--- config.mk ---
export PLATFORM = sky130hd
export DESIGN_NAME = mux_4x1_rr
export DESIGN_NICKNAME = d
export VERILOG_FILES = /design/src/rtl/mux_4x1_rr.sv
export SDC_FILE = /design/constraint.sdc
export NUM_CORES = 1
export LEC_CHECK = 0
export ABC_AREA = 1
export CORE_MARGIN = 2
export CORE_UTILIZATION = 30
export DETAILED_ROUTE_END_ITERATION = 7
export HOLD_SLACK_MARGIN = 0.12
export SLEW_MARGIN = 20
export SYNTH_ARGS = -nofsm -noshare
export SYNTH_HDL_FRONTEND = slang
export SYNTH_SLANG_ARGS = --single-unit
--- constraint.sdc ---
create_clock -name clk -period 3.8 [get_ports clk]
set_clock_uncertainty 0.1 [all_clocks]
set_input_delay 0.76 -clock clk [delete_from_list [all_inputs] [get_ports clk]]
set_output_delay 0.76 -clock clk [all_outputs]
set_load 0.1 [all_outputs]
--- src/rtl/mux_4x1_rr.sv ---
// Four-channel round-robin merge onto one registered valid/ready stream, with the source tag on S1/S0.
// Defining MUX_4X1_RR_FIXED_PRI_EN swaps round-robin for fixed priority (channel 0 highest).
module mux_4x1_rr #(
  parameter int WIDTH = 8
) (
  input  logic             clk,
  input  logic             rst,
  input  logic [WIDTH-1:0] D0,
  input  logic [WIDTH-1:0] D1,
  input  logic [WIDTH-1:0] D2,
  input  logic [WIDTH-1:0] D3,
  input  logic             V0,
  input  logic             V1,
  input  logic             V2,
  input  logic             V3,
  output logic             R0,
  output logic             R1,
  output logic             R2,
  output logic             R3,
  output logic [WIDTH-1:0] Out,
  output logic             S1,
  output logic             S0,
  output logic             Out_valid,
  input  logic             Out_ready
);
  localparam int NUM_LANES = 4;

  typedef enum logic {EMPTY = 1'b0, FULL = 1'b1} state_t;

  state_t                            state_q, state_d;
  logic [WIDTH-1:0]                  out_q, out_d;
  logic [1:0]                        src_q, src_d;
  logic [NUM_LANES-1:0][WIDTH-1:0]   d;
  logic [NUM_LANES-1:0]              v, r;
  logic [1:0]                        start, gnt;
  logic                              any, load_en, xfer;

  assign d = {D3, D2, D1, D0};
  assign v = {V3, V2, V1, V0};

`ifdef MUX_4X1_RR_FIXED_PRI_EN
  assign start = 2'd0;
`else
  logic [1:0] ptr_q, ptr_d;

  assign start = ptr_q;
  assign ptr_d = xfer ? gnt + 2'd1 : ptr_q;

  always_ff @(posedge clk or posedge rst) begin
    if (rst) ptr_q <= 2'd0;
    else     ptr_q <= ptr_d;
  end
`endif

  // First requester at or after start, wrapping mod 4.
  always_comb begin
    logic [1:0] idx;
    any = 1'b0;
    gnt = 2'd0;
    idx = 2'd0;
    for (int k = 0; k < NUM_LANES; k++) begin
      idx = start + 2'(k);
      if (!any && v[idx]) begin
        any = 1'b1;
        gnt = idx;
      end
    end
  end

  // rst gate keeps every ready low during reset even though the stage reads EMPTY.
  assign load_en = !rst && ((state_q == EMPTY) || Out_ready);
  assign xfer    = load_en && any;

  for (genvar i = 0; i < NUM_LANES; i++) begin : g_lane
    assign r[i] = xfer && (gnt == 2'(i));
  end

  assign {R3, R2, R1, R0} = r;

  always_comb begin
    state_d = state_q;
    out_d   = out_q;
    src_d   = src_q;
    if (xfer) begin
      state_d = FULL;
      out_d   = d[gnt];
      src_d   = gnt;
    end else if (state_q == FULL && Out_ready) begin
      state_d = EMPTY;
    end
  end

  always_ff @(posedge clk or posedge rst) begin
    if (rst) begin
      state_q <= EMPTY;
      out_q   <= '0;
      src_q   <= 2'd0;
    end else begin
      state_q <= state_d;
      out_q   <= out_d;
      src_q   <= src_d;
    end
  end

  assign Out       = out_q;
  assign {S1, S0}  = src_q;
  assign Out_valid = (state_q == FULL);
endmodule

Word level (Yosys, flattened, before mapping)

Index checks and enable logic that the tools add are counted.

Register bits: 13
Bits in latches: 0
RAM bits: 0
Memory bits (read-only): 0
Output and inout bits: 15
Word-level logic and storage cells: 54
Memories kept: 0

Add/subtract/negate cells: 4
Multiply operators: 0
Div/mod/pow operators: 0
$lt $le $gt $ge: 5
Eq/ne operators: 3
Shift operators: 0
Multiplexer cells: 20
Bitwise logic cells: 1
Reductions and logical operators: 17

Operators with widths:

| cell                                                                         | count |
|---|---|
| 8-bit binary-select mux with 2-bit select                                    | 1 |
| 2-bit by 3-bit less-than comparator with 1-bit output, second input constant | 5 |
| 1-bit logical AND                                                            | 10 |
| 1-bit two-way mux                                                            | 10 |
| 1-bit binary-select mux with 2-bit select                                    | 4 |
| 2-bit two-way mux                                                            | 4 |
| 8-bit two-way mux                                                            | 1 |
| 2-bit by 1-bit adder with 2-bit output, second input constant                | 2 |
| 2-bit adder, second input constant                                           | 2 |
| 2-bit == test, second input constant                                         | 2 |
| 1-bit zero test                                                              | 4 |
| 2-bit by 1-bit == test with 1-bit output, second input constant              | 1 |
| 2-bit zero test                                                              | 1 |
| 2-bit nonzero test                                                           | 1 |
| 1-bit logical OR                                                             | 1 |
| 1-bit inverter                                                               | 1 |

Depth between registers and ports, before layout

Gate-level depths: netlist of the first run.

Word-level depth: 14
Gate-level depth with buffers: 16
Depth with buffers taken out: 15

Worst setup path before layout of the first run

No wires, ideal clock.

Path type: in2out
Start: in V3
End: out R3
Arrival: 3.627 ns
Slack: -0.687 ns
Cell stages on the path: 10
Buffers on the path: 1
Cell sequence: inv_1 nand2_1 nand3_2 nand2_2 nor2_4 nand3_2 nand2_4 nand2_4 buf_6 nor3_1

Cells in the longest elaborated chain, start to end: 14
Elaborated cells between the ends (all ways): 25
Those cells by class: eq/ne: 1; mux: 16; reduce/logical: 8

RTL lines:

| element                                                       | line   | RTL |
|---|---|---|
| start: declaration                                            | 15     | `input logic V3,` |
| 1-bit binary-select mux with 2-bit select                     | 63     | `if (!any && v[idx]) begin` |
| 1-bit two-way mux (not written as such)                       | 63     |  |
| 1-bit two-way mux                                             | 63     |  |
| 1-bit zero test                                               | 63     |  |
| 1-bit logical AND                                             | 63     |  |
| 1-bit two-way mux                                             | 63     |  |
| 1-bit zero test                                               | 63     |  |
| 1-bit logical AND                                             | 63     |  |
| 1-bit two-way mux                                             | 63     |  |
| 1-bit zero test                                               | 63     |  |
| 1-bit logical AND                                             | 63     |  |
| 2-bit two-way mux / 1-bit two-way mux (equally long branches) | 63     |  |
| 2-bit == test / 1-bit logical AND (equally long branches)     | 75, 72 |  |
| 1-bit logical AND *                                           | 75     | `assign r[i] = xfer && (gnt == 2'(i));` |
| end: declaration                                              | 19     | `output logic R3,` |

Every way passes the cells marked *; elsewhere a longest branch is shown, timed or not. The select of a mux whose other input is x is not followed.

Worst setup path after layout of the first run

Start: in V3
End: out R1

Cells in the longest elaborated chain, start to end: 14
Elaborated cells between the ends (all ways): 25
Those cells by class: eq/ne: 1; mux: 16; reduce/logical: 8

RTL lines:

| element                                                                              | line   | RTL |
|---|---|---|
| 1-bit binary-select mux with 2-bit select                                            | 63     |  |
| 1-bit two-way mux (not written as such)                                              | 63     |  |
| 1-bit two-way mux                                                                    | 63     |  |
| 1-bit zero test                                                                      | 63     |  |
| 1-bit logical AND                                                                    | 63     |  |
| 1-bit two-way mux                                                                    | 63     |  |
| 1-bit zero test                                                                      | 63     |  |
| 1-bit logical AND                                                                    | 63     |  |
| 1-bit two-way mux                                                                    | 63     |  |
| 1-bit zero test                                                                      | 63     |  |
| 1-bit logical AND                                                                    | 63     |  |
| 2-bit two-way mux / 1-bit two-way mux (equally long branches)                        | 63     |  |
| 2-bit by 1-bit == test with 1-bit output / 1-bit logical AND (equally long branches) | 75, 72 |  |
| 1-bit logical AND *                                                                  | 75     |  |
| end: declaration                                                                     | 17     | `output logic R1,` |

Marks and branches as above.

==> flow_summary.toml, run 1 <==
[outcome]
outcome = "finished clean"

[synth]
netlist_area_um2 = 1170
async_flop_share_pct = 100.0
ys_seq_area_share_pct = 27.81
synth.most_common_cell = "nand2_1"
yosys.cell_types.count = 22
synthDominantCellAreaShare_pct = 36.26
synth_commonest_cells = "113 x nand2_1, 21 x nand3_1, 13 x dfrtp_1"
synth.yosys.warnings = 0
synth_nets = 236
syn_inst = 197
ys.flop_type = "dfrtp_1"
yosys-top-cells-area = "nand2_1 36%, dfrtp_1 28%, nand3_1 9.0%, nand2_2 4.3%, inv_1 3.5%"
synth_edf_count = 0
synth_area_leader_cell = "nand2_1"
synth-seq-cells = 13
syn_avg_cell_area_um2 = 5.938

[cts]
cts-buffers-inserted = 3
cts_resized = 0
numClockSinks = 13
clockBufferDepth = 2
root_buffer = "clkbuf_8"
clkTransAtPathRegs_ns = 0.05
tritoncts = "built"
cts_max_level = 1
clock_latency_ns = 0.24
cts_hold_buf = 0
post_cts.repair.setup_buffers = 0

[floorplan]
die_area_um2 = 4415
ioPinCount = 54
die_height_um = 66.45
core_area_um2 = 3716
rows = 22
start_util_pct = 31.48
die_width_um = 66.45

[placed_design]
gp_congestion = 0.7829
numPortBuffers = 53
post-place-cells = 295
dp_hpwl_um = 2610

[global_route]
grtUsageTotal_pct = 15.11
grt_max_degree = 23
antenna_found_initial = 0
grt_overflow_total = 0
grt_pass1_vias = 1218
grt_pass1_wl_um = 5216

[critical_path]
crit_path_end_kind = "primary output"
crit_path_start_kind = "primary input"
worstSetupPathType = "primary input to primary output"
cp.arrival_ns = 2.65
cp_data_required_time_ns = 2.94
path_max_fanout = 22

[cells_and_area]
layout-drive-gt1-share_pct = 13.15
finalNonFillerCells = 299
fin_nets = 291
syn_to_final_growth_pct = 56.04
n_antenna_cell = 0

[timing]
fmax_mhz = 284.7
slew_viol_final = 0
finalCritPeriodShare_pct = 92.45
worst_pin_slew_ns = 0.9785
final.min_clock_period_ns = 3.513
finalSetupViolCount = 0
relSlewSlack_pct = 34.56
rsz0062_at_grt = "false"
setup-tns-final_ns = 0
finalHoldViolCount = 0

[detailed_routing]
first_iter_violations = 70
routedWlPerCell_um = 10.68
drtAntennaViolNets = 0
via_per_inst = 4.398
vias = 1315
drtPass1Iterations = 4
drc = 0
drt_wl_total_um = 3193

[worst_hold_path]
worstHoldPathType = "flop to flop"

[job]
cap_violations = 0
## path summary, 6_finish.rpt
| kind | from | endpoint | depth (start not counted) | slack, ns |
|---|---|---|---|---|
| max reg2reg | ptr_q[0] | Out[4] | 14 | 1.52 |
| max | V3 | R1 | 13 | 0.29 |
| min in group asynchronous | rst | Out[2] | 3 | 0.77 |
| min | Out[1] | Out[1] | 2 | 0.38 |
| min reg2reg | Out[1] | Out[1] | 2 | 0.38 |
| max in group asynchronous | rst | src_q[1] | 3 | 2.67 |
## stage by stage
stage,utilization [%],hold WS [ns],setup WS (ns),cell area (um2)
CTS,49.12,0.3821,0.2699,1826
global placement,47.91,0.3659,0.2930,1780
global route,49.12,0.3959,0.04910,1826
floorplan,-,0.5069,0.08899,1175
finish,49.12,0.3776,0.2871,1826
detailed placement,47.91,0.3660,0.2787,1780
## metal layers
metal / GRT usage, % / routed length, um
met1: 20.97 / 1460
met2: 23.88 / 1582
met3: 0.8518 / 123
met4: 6.888 / 27
met5: 0 / 0
## cell families after synthesis
| family | count (synthesis) | share of synthesized area, % |
|---|---|---|
| buffers and inverters | 22 | 10.16 |
| AND/OR/NAND/NOR | 156 | 58.93 |
| AO/OA/AOI/OAI | 6 | 3.101 |
| flip-flops | 13 | 27.81 |
## worst max-delay path, stage by stage
cell	delay, ns
clkdlybuf4s50_1	0.42
inv_1	0.08
nand2_1	0.07
nand3_2	0.11
nand2_2	0.09
nor2_4	0.14
nand3_2	0.10
nand2_4	0.18
nand2_4	0.19
nor2_1	0.14
nand2_1	0.08
inv_1	0.10
buf_12	0.18
## state kept, by name, summed over array words and instances, names as in the netlist
name and count:
Out 8, ptr_q 2, src_q 2, Out_valid 1
## cell usage in the layout (no fill, tap or decap)
cell             instances
dfrtp_1                 13
nand2_4                  2
nor2_4                   1
clkdlybuf4s50_1         49
nor2_1                   3
a21oi_2                  1
nand3_1                 21
o21ai_1                  1
nand4_1                  1
nor2_2                   1
o21ai_0                  3
nand3b_1                 1
nor3_2                   1
nand2_1                113
buf_12                   4
o211ai_1                 1
clkbuf_1                 1
inv_2                    2
buf_4                    6
inv_1                   11
clkbuf_8                 3
nand3_2                  4
nand2_2                  8
## area by class of cell
cell class | count | area (um2)
clock buffer | 4 | 45.04
fill | 421 | 1891
inverter | 13 | 48.80
multi-input combinational | 162 | 730.7
sequential | 13 | 325.3
tap | 48 | 60.06
timing repair buffer | 59 | 615.6
Power of run 1 is left out: the tool's default activity adds up to more than one toggle a clock period on the data nets, which glitch-free logic cannot reach.
==> run 2: changes to the inputs <==
- RECOVER_POWER: unset -> 100
==> run 2 against run 1 <==
Critical path depth unchanged. Design area down 1.4%. Highest routed layer unchanged. Worst setup slack worse by 0.013 ns. Worst hold slack worse by 0.0063 ns. First-iteration DRC count fell by 1.4%. Sequential cell count unchanged. Die area unchanged.
==> flow_summary.toml, run 2 (synthesis gave the netlist of run 1 again) <==
[global_route]
grt_overflow_total = 0
antenna_found_initial = 0
grt_pass1_vias = 1218
grt_pass1_wl_um = 5216
grt_max_degree = 23
grtUsageTotal_pct = 15.11

[cts]
numClockSinks = 13
clkTransAtPathRegs_ns = 0.05
cts_hold_buf = 0
cts-buffers-inserted = 3
clock_latency_ns = 0.24
cts_max_level = 1
post_cts.repair.setup_buffers = 0
clockBufferDepth = 2
root_buffer = "clkbuf_8"
tritoncts = "built"
cts_resized = 0

[critical_path]
path_max_fanout = 22
crit_path_start_kind = "primary input"
worstSetupPathType = "primary input to primary output"
ff2ff_setup_slack_ns = 1.38
crit_path_end_kind = "primary output"
cp_data_required_time_ns = 2.94
cp.arrival_ns = 2.67

[detailed_routing]
vias = 1324
drtPass1Iterations = 4
first_iter_violations = 69
drc = 0
routedWlPerCell_um = 10.65
drtAntennaViolNets = 0
via_per_inst = 4.428
drt_wl_total_um = 3183

[floorplan]
die_area_um2 = 4415
ioPinCount = 54
die_width_um = 66.45
core_area_um2 = 3716
rows = 22
die_height_um = 66.45
start_util_pct = 31.48

[timing]
worst_slack_ns = 0.2744
finalHoldViolCount = 0
relSlewSlack_pct = 33.85
holdWs_ns = 0.3713
finalCritPeriodShare_pct = 92.78
rsz0062_at_grt = "false"
setup-tns-final_ns = 0
final.min_clock_period_ns = 3.526
slew_viol_final = 0
fmax_mhz = 283.6
worst_pin_slew_ns = 0.9890
finalSetupViolCount = 0

[placed_design]
post-place-cells = 295
numPortBuffers = 53
dp_hpwl_um = 2610
gp_congestion = 0.7829
place_ws_ns = 0.2787

[cells_and_area]
layout_commonest_cell = "nand2_1"
syn_to_final_growth_pct = 53.90
fin_nets = 291
mostFrequentLayoutCells = "113 x nand2_1, 37 x clkdlybuf4s50_1, 21 x nand3_1"
layout-drive-gt1-share_pct = 12.35
finalNonFillerCells = 299
largest_reg_flops = 8
n_antenna_cell = 0

[job]
cap_violations = 0

[outcome]
outcome = "finished clean"

[worst_hold_path]
worstHoldPathType = "flop to flop"
[run 2: cell types whose count changed in the layout (fill, tap and decap cells not counted), sizes merged]
cell           previous run  this run
clkbuf                    4         6
dlygate4sd3               0        12
clkdlybuf4s50            49        37
buf                      10         8
[run 2: final cells by class]
cell class / instances / area (um2)
well taps: 48 / 60.06
repair buffers: 59 / 590.6
fillers: 426 / 1916
flip-flops and latches: 13 / 325.3
clock buffers: 4 / 45.04
inverters: 13 / 48.80
multi-input cells: 162 / 730.7
[run 2: critical path, stage by stage]
cell and delay, ns:
clkdlybuf4s50_1 0.42, inv_1 0.08, nand2_1 0.08, nand3_2 0.11, nand2_2 0.08, nor2_4 0.14
nand3_2 0.10, nand2_4 0.18, nand2_4 0.19, nor2_1 0.14, nand2_1 0.08, inv_1 0.07
buf_6 0.22
[run 2: worst paths after layout]
| check | from | endpoint | cells after the start |
|---|---|---|---|
| max in group asynchronous | rst | Out[6] | 3 |
| setup / recovery | V1 | R1 | 13 |
| setup reg to reg | ptr_q[0] | Out[4] | 13 |
| min in group asynchronous | rst | Out[2] | 3 |
| hold / removal | Out[0] | Out[0] | 2 |
| hold reg to reg | Out[0] | Out[0] | 2 |
[run 2: layer usage]
layer  track usage [%]  up-vias  part of all wire (%)
met3            0.8518        5                   4.3
met4             6.888        0                   1.8
met1             20.97      566                    45
met2             23.88       37                    49
li1                  -      716                     -
met5                 0        -                     0
[run 2: through the flow]
stage / area, um2 / utilization, %
final: 1800 / 48.45
after global routing: 1800 / 48.45
after CTS: 1826 / 49.12
after detailed placement: 1780 / 47.91
after global placement: 1780 / 47.91
after floorplan: 1175 / -
Power of run 2 is left out for the same reason.
==> run 3: changes to the inputs <==
- ABC_AREA: 1 -> unset
- PLACE_DENSITY: unset -> 0.69
==> run 3 against run 2 <==
Worst setup slack better by 0.026 ns. Via count is 38% lower. Critical path type unchanged. Die area is 29% lower. Core utilization is 7.6 points higher. Worst hold slack better by 0.021 ns.
==> flow_summary.toml, run 3 <==
[floorplan]
ioPinCount = 54
die_area_um2 = 3116
start_util_pct = 31.94
die_height_um = 55.83
core_area_um2 = 2522
rows = 18
die_width_um = 55.83

[detailed_routing]
drc = 0
drt_wl_total_um = 2234
via_per_inst = 4.934
first_iter_violations = 11
routedWlPerCell_um = 13.38
drtAntennaViolNets = 0
drtPass1Iterations = 4
vias = 824

[placed_design]
placed_cell_area_um2 = 1419
post-place-cells = 163
gp_congestion = 0.6957
place_ws_ns = 0.3641
dp_hpwl_um = 1784
numPortBuffers = 53

[cts]
cts_resized = 0
clockBufferDepth = 2
cts_max_level = 1
clkTransAtPathRegs_ns = 0.08
tritoncts = "built"
post_cts.repair.setup_buffers = 0
numClockSinks = 13
clock_latency_ns = 0.27
root_buffer = "clkbuf_4"
cts-buffers-inserted = 3
cts_hold_buf = 0

[cells_and_area]
layout-drive-gt1-share_pct = 9.489
design_area_um2 = 1413
finalNonFillerCells = 167
fin_nets = 177
syn_to_final_growth_pct = 75.31
layout_commonest_cell = "clkdlybuf4s50_1"
mostFrequentLayoutCells = "37 x clkdlybuf4s50_1, 17 x mux2i_1, 14 x nand2_1"
n_antenna_cell = 0
largest_reg_flops = 8

[worst_hold_path]
worstHoldPathType = "flop to flop"
min_to = "src_q[1]"
hold_path_startpoint = "src_q[1]"
min_delay_path_depth = 2

[critical_path]
worstSetupPathType = "primary input to primary output"
ff2ff_setup_slack_ns = 1.96
crit_path_end_kind = "primary output"
cp_data_required_time_ns = 2.94
regToRegEndpoint = "Out[2]"
crit_chain = "clkdlybuf4s50_1 > o41ai_1 > nand2b_2 > or2_1 > nor2_1 > clkbuf_4"
cp.arrival_ns = 2.64
rr_startpoint = "ptr_q[1]"
path_max_fanout = 10
reg2regPathDepth = 7
crit_path_start_kind = "primary input"
worst-path-buf-inv = 2
cpPeakStageDelay_ns = 0.48
crit_family = "buffers and inverters"
cp_slowest_cell = "clkdlybuf4s50_1"

[global_route]
grt_overflow_total = 0
grt_pass1_vias = 833
grt_pass1_wl_um = 3677
grt_max_degree = 14
grtUsageTotal_pct = 14.79
antenna_found_initial = 0

[timing]
finalSetupViolCount = 0
final.min_clock_period_ns = 3.499
slew_viol_final = 0
worst_slack_ns = 0.3006
fmax_mhz = 285.8
relSlewSlack_pct = 33.36
finalHoldViolCount = 0
worst_pin_slew_ns = 0.9963
finalCritPeriodShare_pct = 92.09
rsz0062_at_grt = "false"
holdWs_ns = 0.3919

[synth]
synth_compound_area_share_pct = 15.84
synthDominantCellAreaShare_pct = 40.37
synth-adder-area-share_pct = 0
synthXorXnorAreaFrac_pct = 1.087
syn_avg_cell_area_um2 = 9.948
async_flop_share_pct = 100.0
yosys.area_share.simple_pct = 15.68
ys_seq_area_share_pct = 40.37
synth.yosys.warnings = 0
ys.flop_type = "dfrtp_1"
synth_commonest_cells = "17 x mux2i_1, 14 x nand2_1, 13 x dfrtp_1"
synthMuxAreaShare_pct = 21.12
synth_edf_count = 0
synth-seq-cells = 13
syn_inst = 81
synth.most_common_cell = "mux2i_1"
synth_nets = 120
netlist_area_um2 = 805.8
yosys.cell_types.count = 21
yosys-top-cells-area = "dfrtp_1 40%, mux2i_1 21%, o221ai_1 8.7%, nand2_1 6.5%, nor2_1 2.3%"
synth_top_family_by_area = "multiplexers"
synth_area_leader_cell = "dfrtp_1"

[pwr]
power.density_nw_per_um2 = 666.8
peakVddDrop_mv = 0.4140
total_power_mw = 0.9420
power.leakage_nw = 0.6160

[job]
cap_violations = 0

[outcome]
outcome = "finished clean"
[run 3: cell count changes in the layout (fill, tap and decap cells not counted), sizes merged, moves of 2 or more]
cell,change
nand2,-109
nand3,-25
mux2i,+17
inv,-10
o221ai,+8
buf,-3
nand2b,+3
a21oi,+2
o21ai,-2
[run 3: final cells by class]
type	instances	area, um2
clock buffers	4	26.28
fillers	240	1110
inverters	3	11.26
multi-input cells	60	431.7
flip-flops and latches	13	325.3
well taps	30	37.54
repair buffers	57	580.6
[run 3: worst register-to-register path, cell delays in order, from the launching register on]
cell       delay [ns]
dfrtp_1          0.44
nand2_1          0.11
nand3b_1         0.10
a2bb2oi_2        0.15
buf_4            0.20
buf_4            0.26
mux2i_1          0.23
o221ai_1         0.13
[run 3: cell families (layout without fill, tap and decap cells)]
group / after synthesis / in the layout
mux: 17 / 17
simple gates: 26 / 26
compound gates: 16 / 16
buf+inv: 8 / 64
flops: 13 / 13
xor+xnor: 1 / 1
[run 3: per-layer routing]
metal	track usage [%]	vias to the layer above	share of wire (%)	wire, um
li1	-	405	-	-
met1	18.88	371	45	996
met2	22.45	46	42	939
met3	6.279	2	13	288
met4	5.102	0	0.45	10
met5	0	-	0	0
[run 3: worst max-delay path by stage]
stage	from	end	depth (start not counted)
2_1_floorplan	rst	R0	6
6_report	V2	R0	6
4_1_cts	V2	R2	6
3_5_place_dp	V2	R2	6
5_1_grt	V2	R0	6
3_3_place_gp	V2	R2	6
[run 3: power by group]
| group | switching (mW) | total, mW | internal (mW) | leakage, nW |
|---|---|---|---|---|
| logic | 0.457 | 0.642 | 0.185 | 0.443 |
| clock network | 0.0440 | 0.0846 | 0.0406 | 0.0150 |
| registers | 0.0305 | 0.215 | 0.185 | 0.158 |
[run 3: per-stage QoR]
stage | setup TNS (ns) | utilization (%)
floorplan | -0.3064 | -
detailed placement | 0 | 56.25
finish | 0 | 56.00
global route | 0 | 56.00
CTS | 0 | 57.29
global placement | 0 | 56.25
Power figures use the tool's default switching activity.
